`src/rtl/wam_game_if.sv`:
```
// Whack-a-mole game core bus: switch/pulse inputs toward the core, status and display values back.
interface wam_game_if #(
    parameter int unsigned POS_W   = 4,
    parameter int unsigned SCORE_W = 7,
    parameter int unsigned TIME_W  = 7
);
    logic               play;
    logic [1:0]         mode;
    logic [SCORE_W-1:0] max_hits;
    logic               light_on;
    logic               light_off;
    logic [POS_W-1:0]   light_pos;
    logic               key_valid;
    logic [POS_W-1:0]   key_pos;
    logic [2:0]         state;
    logic               countdown_en;
    logic               flick_en;
    logic               clear_n;
    logic [2:0]         ready_count;
    logic [TIME_W-1:0]  time_left;
    logic [SCORE_W-1:0] score;
    logic [SCORE_W-1:0] flicks;
    logic [1:0]         lives_left;
    logic               game_over;

    modport master (
        output play, mode, max_hits, light_on, light_off, light_pos, key_valid, key_pos,
        input  state, countdown_en, flick_en, clear_n, ready_count, time_left,
               score, flicks, lives_left, game_over
    );

    modport slave (
        input  play, mode, max_hits, light_on, light_off, light_pos, key_valid, key_pos,
        output state, countdown_en, flick_en, clear_n, ready_count, time_left,
               score, flicks, lives_left, game_over
    );
endinterface

```
`src/rtl/wam_game_core.sv`:
```
// Whack-a-mole game sequencer: game FSM, ready countdown, game timer, lives and hit scoring.
module wam_game_core #(
    parameter int unsigned POS_W      = 4,
    parameter int unsigned SCORE_W    = 7,
    parameter int unsigned TIME_W     = 7,
    parameter int unsigned TICK_MAX   = 49_999_999,
    parameter int unsigned READY_SECS = 5,
    parameter int unsigned GAME_SECS  = 60,
    parameter int unsigned LIVES      = 3
) (
    input  logic        clk,
    input  logic        reset,
    wam_game_if.slave   bus
);
    localparam int unsigned PRESC_W = (TICK_MAX > 0) ? $clog2(TICK_MAX + 1) : 1;

    localparam logic [2:0] S_IDLE    = 3'd0;
    localparam logic [2:0] S_RESTART = 3'd1;
    localparam logic [2:0] S_READY   = 3'd2;
    localparam logic [2:0] S_PLAY    = 3'd3;
    localparam logic [2:0] S_OVER    = 3'd4;

    localparam logic [1:0] M_TIMED = 2'd1;
    localparam logic [1:0] M_LIVES = 2'd2;

    logic [2:0]         state_q;
    logic [2:0]         state_nx;
    logic [PRESC_W-1:0] presc;
    logic [1:0]         mode_q;
    logic [SCORE_W-1:0] max_q;
    logic [2:0]         ready_count;
    logic [TIME_W-1:0]  time_left;
    logic [SCORE_W-1:0] score;
    logic [SCORE_W-1:0] flicks;
    logic [1:0]         lives_left;
    logic               lit;
    logic [POS_W-1:0]   cur_pos;
    logic               countdown_en;
    logic               flick_en;
    logic               clear_n;
    logic               game_over;

    logic in_run;
    logic in_play;
    logic tick;
    logic hit;
    logic miss;
    logic end_cond;

    // Run/tick qualification and hit/miss classification of the current pulses
    always_comb begin
        in_run  = (state_q == S_READY) || (state_q == S_PLAY);
        in_play = (state_q == S_PLAY);
        tick    = in_run && (presc == PRESC_W'(TICK_MAX));
        hit     = in_play && bus.key_valid && lit && (bus.key_pos == cur_pos);
        miss    = in_play && ((bus.key_valid && !hit) || (bus.light_off && lit && !hit));
        case (mode_q)
            M_TIMED: end_cond = (time_left == '0);
            M_LIVES: end_cond = (lives_left == 2'd0);
            default: end_cond = (flicks == max_q) && !lit;
        endcase
    end

    // Game FSM next-state; play overrides everything once a game has been requested
    always_comb begin
        state_nx = state_q;
        case (state_q)
            S_IDLE:    if (bus.play) state_nx = S_RESTART;
            S_RESTART: state_nx = S_READY;
            S_READY: begin
                if (bus.play)                             state_nx = S_RESTART;
                else if (tick && (ready_count == 3'd1))   state_nx = S_PLAY;
            end
            S_PLAY: begin
                if (bus.play)      state_nx = S_RESTART;
                else if (end_cond) state_nx = S_OVER;
            end
            S_OVER:    if (bus.play) state_nx = S_RESTART;
            default:   state_nx = S_IDLE;
        endcase
    end

    // Game FSM state register
    always_ff @(posedge clk) begin
        if (!reset) state_q <= S_IDLE;
        else        state_q <= state_nx;
    end

    // Status outputs registered alongside the state so they align with it
    always_ff @(posedge clk) begin
        if (!reset) begin
            countdown_en <= 1'b0;
            flick_en     <= 1'b0;
            clear_n      <= 1'b1;
            game_over    <= 1'b0;
        end else begin
            countdown_en <= (state_nx == S_READY);
            flick_en     <= (state_nx == S_PLAY);
            clear_n      <= (state_nx != S_RESTART);
            game_over    <= (state_nx == S_OVER);
        end
    end

    // Prescaler, countdowns, scoring and lives; restart snapshots switches and clears the game
    always_ff @(posedge clk) begin
        if (!reset) begin
            presc       <= '0;
            mode_q      <= 2'd0;
            max_q       <= '0;
            ready_count <= 3'd0;
            time_left   <= '0;
            score       <= '0;
            flicks      <= '0;
            lives_left  <= 2'd0;
            lit         <= 1'b0;
            cur_pos     <= '0;
        end else if (state_nx == S_RESTART) begin
            presc       <= '0;
            mode_q      <= bus.mode;
            max_q       <= bus.max_hits;
            ready_count <= 3'(READY_SECS);
            time_left   <= TIME_W'(GAME_SECS);
            score       <= '0;
            flicks      <= '0;
            lives_left  <= 2'(LIVES);
            lit         <= 1'b0;
            cur_pos     <= '0;
        end else begin
            if (in_run) presc <= tick ? '0 : presc + PRESC_W'(1);
            if ((state_q == S_READY) && tick && (ready_count != 3'd0))
                ready_count <= ready_count - 3'd1;
            if (in_play) begin
                if (tick && (mode_q == M_TIMED) && (time_left != '0))
                    time_left <= time_left - TIME_W'(1);
                if (hit && (score != '1))
                    score <= score + SCORE_W'(1);
                if (bus.light_on && (flicks != '1))
                    flicks <= flicks + SCORE_W'(1);
                // Old light resolves first; a simultaneous new light wins
                if (bus.light_on) begin
                    lit     <= 1'b1;
                    cur_pos <= bus.light_pos;
                end else if (bus.light_off || hit) begin
                    lit <= 1'b0;
                end
                if (miss && (mode_q == M_LIVES) && (lives_left != 2'd0))
                    lives_left <= lives_left - 2'd1;
            end
        end
    end

    // Drive the bus from internal registers
    always_comb begin
        bus.state        = state_q;
        bus.countdown_en = countdown_en;
        bus.flick_en     = flick_en;
        bus.clear_n      = clear_n;
        bus.ready_count  = ready_count;
        bus.time_left    = time_left;
        bus.score        = score;
        bus.flicks       = flicks;
        bus.lives_left   = lives_left;
        bus.game_over    = game_over;
    end
endmodule

```
`src/flat_wrapper.sv`:
```
// flat-port wrapper written by rule: the top's interface ports become plain ports
module wam_game_core_flat 
#(
    parameter int unsigned POS_W      = 4,
    parameter int unsigned SCORE_W    = 7,
    parameter int unsigned TIME_W     = 7,
    parameter int unsigned TICK_MAX   = 49_999_999,
    parameter int unsigned READY_SECS = 5,
    parameter int unsigned GAME_SECS  = 60,
    parameter int unsigned LIVES      = 3
)
  (clk, reset, bus_play, bus_mode, bus_max_hits, bus_light_on, bus_light_off, bus_light_pos, bus_key_valid, bus_key_pos, bus_state, bus_countdown_en, bus_flick_en, bus_clear_n, bus_ready_count, bus_time_left, bus_score, bus_flicks, bus_lives_left, bus_game_over);
  wam_game_if #(.POS_W(POS_W), .SCORE_W(SCORE_W), .TIME_W(TIME_W)) bus_i ();
  input  logic clk;
  input  logic reset;
  input wire logic [$bits(bus_i.play)-1:0] bus_play;
  input wire logic [$bits(bus_i.mode)-1:0] bus_mode;
  input wire logic [$bits(bus_i.max_hits)-1:0] bus_max_hits;
  input wire logic [$bits(bus_i.light_on)-1:0] bus_light_on;
  input wire logic [$bits(bus_i.light_off)-1:0] bus_light_off;
  input wire logic [$bits(bus_i.light_pos)-1:0] bus_light_pos;
  input wire logic [$bits(bus_i.key_valid)-1:0] bus_key_valid;
  input wire logic [$bits(bus_i.key_pos)-1:0] bus_key_pos;
  output wire logic [$bits(bus_i.state)-1:0] bus_state;
  output wire logic [$bits(bus_i.countdown_en)-1:0] bus_countdown_en;
  output wire logic [$bits(bus_i.flick_en)-1:0] bus_flick_en;
  output wire logic [$bits(bus_i.clear_n)-1:0] bus_clear_n;
  output wire logic [$bits(bus_i.ready_count)-1:0] bus_ready_count;
  output wire logic [$bits(bus_i.time_left)-1:0] bus_time_left;
  output wire logic [$bits(bus_i.score)-1:0] bus_score;
  output wire logic [$bits(bus_i.flicks)-1:0] bus_flicks;
  output wire logic [$bits(bus_i.lives_left)-1:0] bus_lives_left;
  output wire logic [$bits(bus_i.game_over)-1:0] bus_game_over;
  assign bus_i.play = bus_play;
  assign bus_i.mode = bus_mode;
  assign bus_i.max_hits = bus_max_hits;
  assign bus_i.light_on = bus_light_on;
  assign bus_i.light_off = bus_light_off;
  assign bus_i.light_pos = bus_light_pos;
  assign bus_i.key_valid = bus_key_valid;
  assign bus_i.key_pos = bus_key_pos;
  assign bus_state = bus_i.state;
  assign bus_countdown_en = bus_i.countdown_en;
  assign bus_flick_en = bus_i.flick_en;
  assign bus_clear_n = bus_i.clear_n;
  assign bus_ready_count = bus_i.ready_count;
  assign bus_time_left = bus_i.time_left;
  assign bus_score = bus_i.score;
  assign bus_flicks = bus_i.flicks;
  assign bus_lives_left = bus_i.lives_left;
  assign bus_game_over = bus_i.game_over;
  wam_game_core #(.POS_W(POS_W), .SCORE_W(SCORE_W), .TIME_W(TIME_W), .TICK_MAX(TICK_MAX), .READY_SECS(READY_SECS), .GAME_SECS(GAME_SECS), .LIVES(LIVES)) u_core (.clk(clk), .reset(reset), .bus(bus_i));
endmodule
```
`config.mk`:
```
export PLATFORM = sky130hd
export DESIGN_NAME = wam_game_core_flat
export DESIGN_NICKNAME = d
export VERILOG_FILES = /design/src/rtl/wam_game_if.sv /design/src/rtl/wam_game_core.sv /design/src/flat_wrapper.sv
export SDC_FILE = /design/constraint.sdc
export NUM_CORES = 1
export LEC_CHECK = 0
export CAP_MARGIN = 30
export CORE_ASPECT_RATIO = 1.25
export CORE_MARGIN = 1
export CORE_UTILIZATION = 65
export CTS_BUF_LIST = sky130_fd_sc_hd__clkbuf_4
export CTS_CLUSTER_SIZE = 14
export DETAILED_ROUTE_END_ITERATION = 6
export DONT_BUFFER_PORTS = 1
export PLACE_DENSITY = 0.81
export SYNTH_ARGS = -nofsm -noshare
export SYNTH_HDL_FRONTEND = slang
export SYNTH_SLANG_ARGS = --single-unit
export TNS_END_PERCENT = 10
```
`constraint.sdc`:
```
create_clock -name clk -period 5.1 [get_ports clk]
set_input_delay 1.02 -clock clk [delete_from_list [all_inputs] [get_ports clk]]
set_output_delay 1.02 -clock clk [all_outputs]
set_load 0.05 [all_outputs]
```
==> key figures <==
Power
  – Sw frac: 27.9%
  – Clock power frac: between 30% and 40%
  – Net load switching power: between 200 and 300 uW
  – Sequential share of power: between 50% and 60%
  – P_leak: 1.21 nW
  – Maximum VDD drop: ~0.00025 V
  – Pwr per Cell Area: 289 nW/um2
  – Comb pwr share: approximately 6.0%
  – Int Pwr: roughly 750 uW

Setup path
  – Crit path cell chain: nand2b_1 -> nand3_1 -> nand2_1 -> nor2_1
  – Largest delay share family, worst path: simple AND/OR/NAND/NOR gates
  – WP data arrival: between 3 and 4 ns
  – Crit path buffers/inverters: 0
  – Crit path largest cell delay: 0.93 ns
  – Critical Path End Type: flip-flop
  – Reg-to-reg startpoint: u_core.bus.state[1]$_SDFF_PN0_
  – Critical path required time: 5.39 ns
  – Critical-path top delay cell: nand2_1
  – Critical Path Source Type: flip-flop
  – Crit Path Class: reg -> reg
  – Worst R2R End: u_core.presc[8]$_SDFFE_PP0P_
  – CP Max Fanout: 26
  – R2R Setup Slk: 2.29 ns
  – Worst reg-to-reg path cell count: 4

Floorplanning
  – Number of placement rows: 29
  – Initial Util: between 60 and 70%
  – I/O pin count: between 50 and 60
  – Die area: between 5000 and 6000 um2
  – Core Area: ~5100 um2
  – Die width: just under 70 um
  – Chip height: roughly 84 um

Global routing
  – Vias in the first global route: about 2,700
  – Met2 GRT Util: between 40% and 50%
  – GR Util met1: around 29%
  – Remaining Overflow, GRT: 0
  – Met3 usage: 7.38%
  – Initial antenna violation count: 0
  – Largest net degree at the start of global routing: 27
  – Gr busiest metal: met2
  – First-pass GRT wire length: roughly 12,000 um
  – Total track usage: between 20% and 30%

Cells and area
  – Ant diodes: 0
  – Fill count: roughly 410
  – Commonest non-fill, non-tap cell in the layout: dfxtp_1
  – Footprint of the multi-input gates: 1860 um2
  – Most frequent cells in the layout: dfxtp_1 (73), nand2_1 (48), nor2_1 (42), xnor2_1 (28), a21oi_1 (27)
  – Final Util: 70.6%
  – Share of cells above drive strength 1: between 7 and 8%
  – Nets: ~440
  – Area delta synth->final: 4.45%
  – FF/Latch Area: 1460 um2

Synth
  – FFs w/ async S/R, synth: 0%
  – Post-synthesis cell area: ~3500 um2
  – Main flop type after synthesis: dfxtp_1
  – Syn. warnings: 0
  – Post-synth EDFFs: 0
  – Synth Net Count: between 400 and 500
  – Synth Register Bits: 73
  – Register area share after synthesis: a little over two fifths
  – Cells after Synth: 406
  – Avg Cell Area, Syn: 8.52 um2
  – Cell variety after synth: around 50

Drt
  – DRC violations left: 0
  – First-pass DRT Iterations: 4
  – Routed vias/inst: 5.95
  – DR WL/cell: between 10 and 15 um
  – Vias: around 2,800
  – Final ANT Viol Nets: 0
  – WL final: slightly below 7000 um
  – Initial DRC Count: 95

Run
  – Max Cap Viol: 0

Clock network
  – Hold_buf cts: 0
  – Cts repair resizes: 0
  – Post-CTS setup buffer count: 0
  – Total CTS buffers: 9
  – Total clock sinks: 73
  – CTS max path bufs: 2
  – Root buffer cell: clkbuf_4
  – Clk_lat worst skew: 0.43 ns
  – Reg clk slew, reported paths: 0.12 ns
  – CTS HTree Levels: 3
  – CTS tree: yes

Worst hold path
  – Hold worst-path end: u_core.cur_pos[2]$_SDFFE_PP0P_
  – WHS Path Cells: 2
  – Hold path start: u_core.cur_pos[2]$_SDFFE_PP0P_
  – Hold/Removal Path Class: reg -> reg

Placed design
  – Hpwl dp: between 5000 and 6000 um
  – Port Buffers: 0
  – Placement Setup Slack: approximately 2.3 ns
  – GPL Wtd Cong: approximately 0.77

Timing
  – PnR worst setup slack: 2.29 ns
  – Fin crit period: 2.81 ns
  – Final Max Tran Viols: 0
  – Worst-Margin Slew: just over 0.9 ns
  – Max Fclk: ~0.36 GHz
  – Slew margin rel.: 38.8%
  – Worst-case clock skew: approximately 0.012 ns
  – Final period util: 55.0%
  – Final-report hold violation count: 0
  – Setup Viol. Count Final: 0
  – RSZ-0062 raised after global routing: false
  – Setup tns final: 0 ns

Run status
  – Outcome: complete, no violations
==> cells in the mapped netlist (2+ instances only) <==
library cell  number  share of area, %
nor4_1             6               1.1
buf_2              2              0.29
nor2b_1            2              0.36
or3_1              5              0.90
nand3_1           19               2.7
nand4_1           14               2.5
and4_1             6               1.5
ha_1              11               4.0
nor4bb_1           2              0.58
nor2_1            42               4.6
or3_2              2              0.43
or4b_2             2              0.58
a31o_2             3              0.76
o21a_1             2              0.43
inv_1             20               2.2
a41oi_1            3              0.76
nor3_1            14               2.0
clkbuf_1           8              0.87
dfxtp_1           73                42
nand2_1           48               5.2
mux2i_1            2              0.58
and2_1             3              0.54
xnor2_1           28               7.1
xor2_1            15               3.8
a31oi_1            6               1.1
nand2b_1           2              0.36
and3_1             7               1.3
nor3b_1            2              0.43
a21oi_1           27               3.9
o21ai_0            8               1.2
a211oi_1           2              0.43
==> registers in the layout, indices dropped and copies added, names as in the netlist <==
| register | flops |
|---|---|
| u_core.mode_q | 2 |
| u_core.cur_pos | 4 |
| u_core.bus.state | 3 |
| u_core.bus.ready_count | 3 |
| u_core.presc | 26 |
| u_core.bus.score | 7 |
| u_core.bus.clear_n | 1 |
| u_core.bus.flick_en | 1 |
| u_core.bus.game_over | 1 |
| u_core.bus.countdown_en | 1 |
| u_core.lit | 1 |
| u_core.max_q | 7 |
| u_core.bus.time_left | 7 |
| u_core.bus.lives_left | 2 |
| u_core.bus.flicks | 7 |
==> layer usage <==
| metal | share of wire, % | wire, um | vias up |
|---|---|---|---|
| met4 | 2.2 | 153 | 0 |
| met5 | 0 | 0 | - |
| met1 | 42 | 2950 | 1315 |
| met3 | 5.4 | 377 | 16 |
| li1 | - | - | 1416 |
| met2 | 50 | 3470 | 57 |
==> how the worst max path moves through the flow <==
stage | startpoint | to | slack (ns) | depth (start not counted)
2_1_floorplan | u_core.bus.state[1]$_SDFF_PN0_ | u_core.bus.ready_count[1]$_SDFFE_PP0P_ | 2.70 | 7
3_3_place_gp | u_core.bus.state[1]$_SDFF_PN0_ | u_core.bus.time_left[0]$_SDFFE_PP0P_ | 2.42 | 4
3_5_place_dp | u_core.bus.state[1]$_SDFF_PN0_ | u_core.bus.flicks[0]$_SDFFE_PP0P_ | 2.30 | 4
4_1_cts | u_core.bus.state[1]$_SDFF_PN0_ | u_core.bus.flicks[0]$_SDFFE_PP0P_ | 2.30 | 4
5_1_grt | u_core.bus.state[1]$_SDFF_PN0_ | u_core.bus.flicks[0]$_SDFFE_PP0P_ | 2.14 | 4
6_report | u_core.bus.state[1]$_SDFF_PN0_ | u_core.presc[8]$_SDFFE_PP0P_ | 2.29 | 4
==> area by class of cell <==
cell class                      instances  share of cell area [%]
Clock buffer                            9                    1.87
Clock inverter                          7                    1.97
Inverter                               20                    2.08
Multi-Input combinational cell        300                    51.5
Sequential cell                        73                    40.4
Tap cell                               62                    2.15
==> power groups by stage <==
stage | Sequential [mW] | Combinational [mW] | Clock (mW)
after global placement | 0.634 | 0.0602 | 0
after floorplan | 0.630 | 0.0525 | 0
after global routing | 0.623 | 0.0695 | 0.388
after detailed placement | 0.634 | 0.0622 | 0
final | 0.621 | 0.0623 | 0.361
after CTS | 0.621 | 0.0624 | 0.363
==> stage by stage <==
stage               power (mW)  hold WS, ns  cell area [um2]  std cells
global placement         0.694        0.455             3470        455
floorplan                0.682        0.448             3460        406
global route              1.08        0.503             3610        471
detailed placement       0.696        0.458             3470        455
finish                    1.04        0.474             3610        471
CTS                       1.05        0.475             3610        471
==> tightest hold or removal path, cell delays in order (launching register included) <==
cell and delay, ns:
dfxtp_1 0.34, nand2_1 0.05, a21oi_1 0.05
==> cells by family (layout without fill, tap and decap cells) <==
group,Yosys count,after routing,synth area share [%]
xor+xnor,43,43,10.9
flops,73,73,42.2
buf+inv,33,36,3.98
mux,3,3,1.01
compound gates,57,57,9.98
fa+ha+maj,11,11,3.98
simple gates,186,186,27.9
Power figures use the tool's default switching activity.
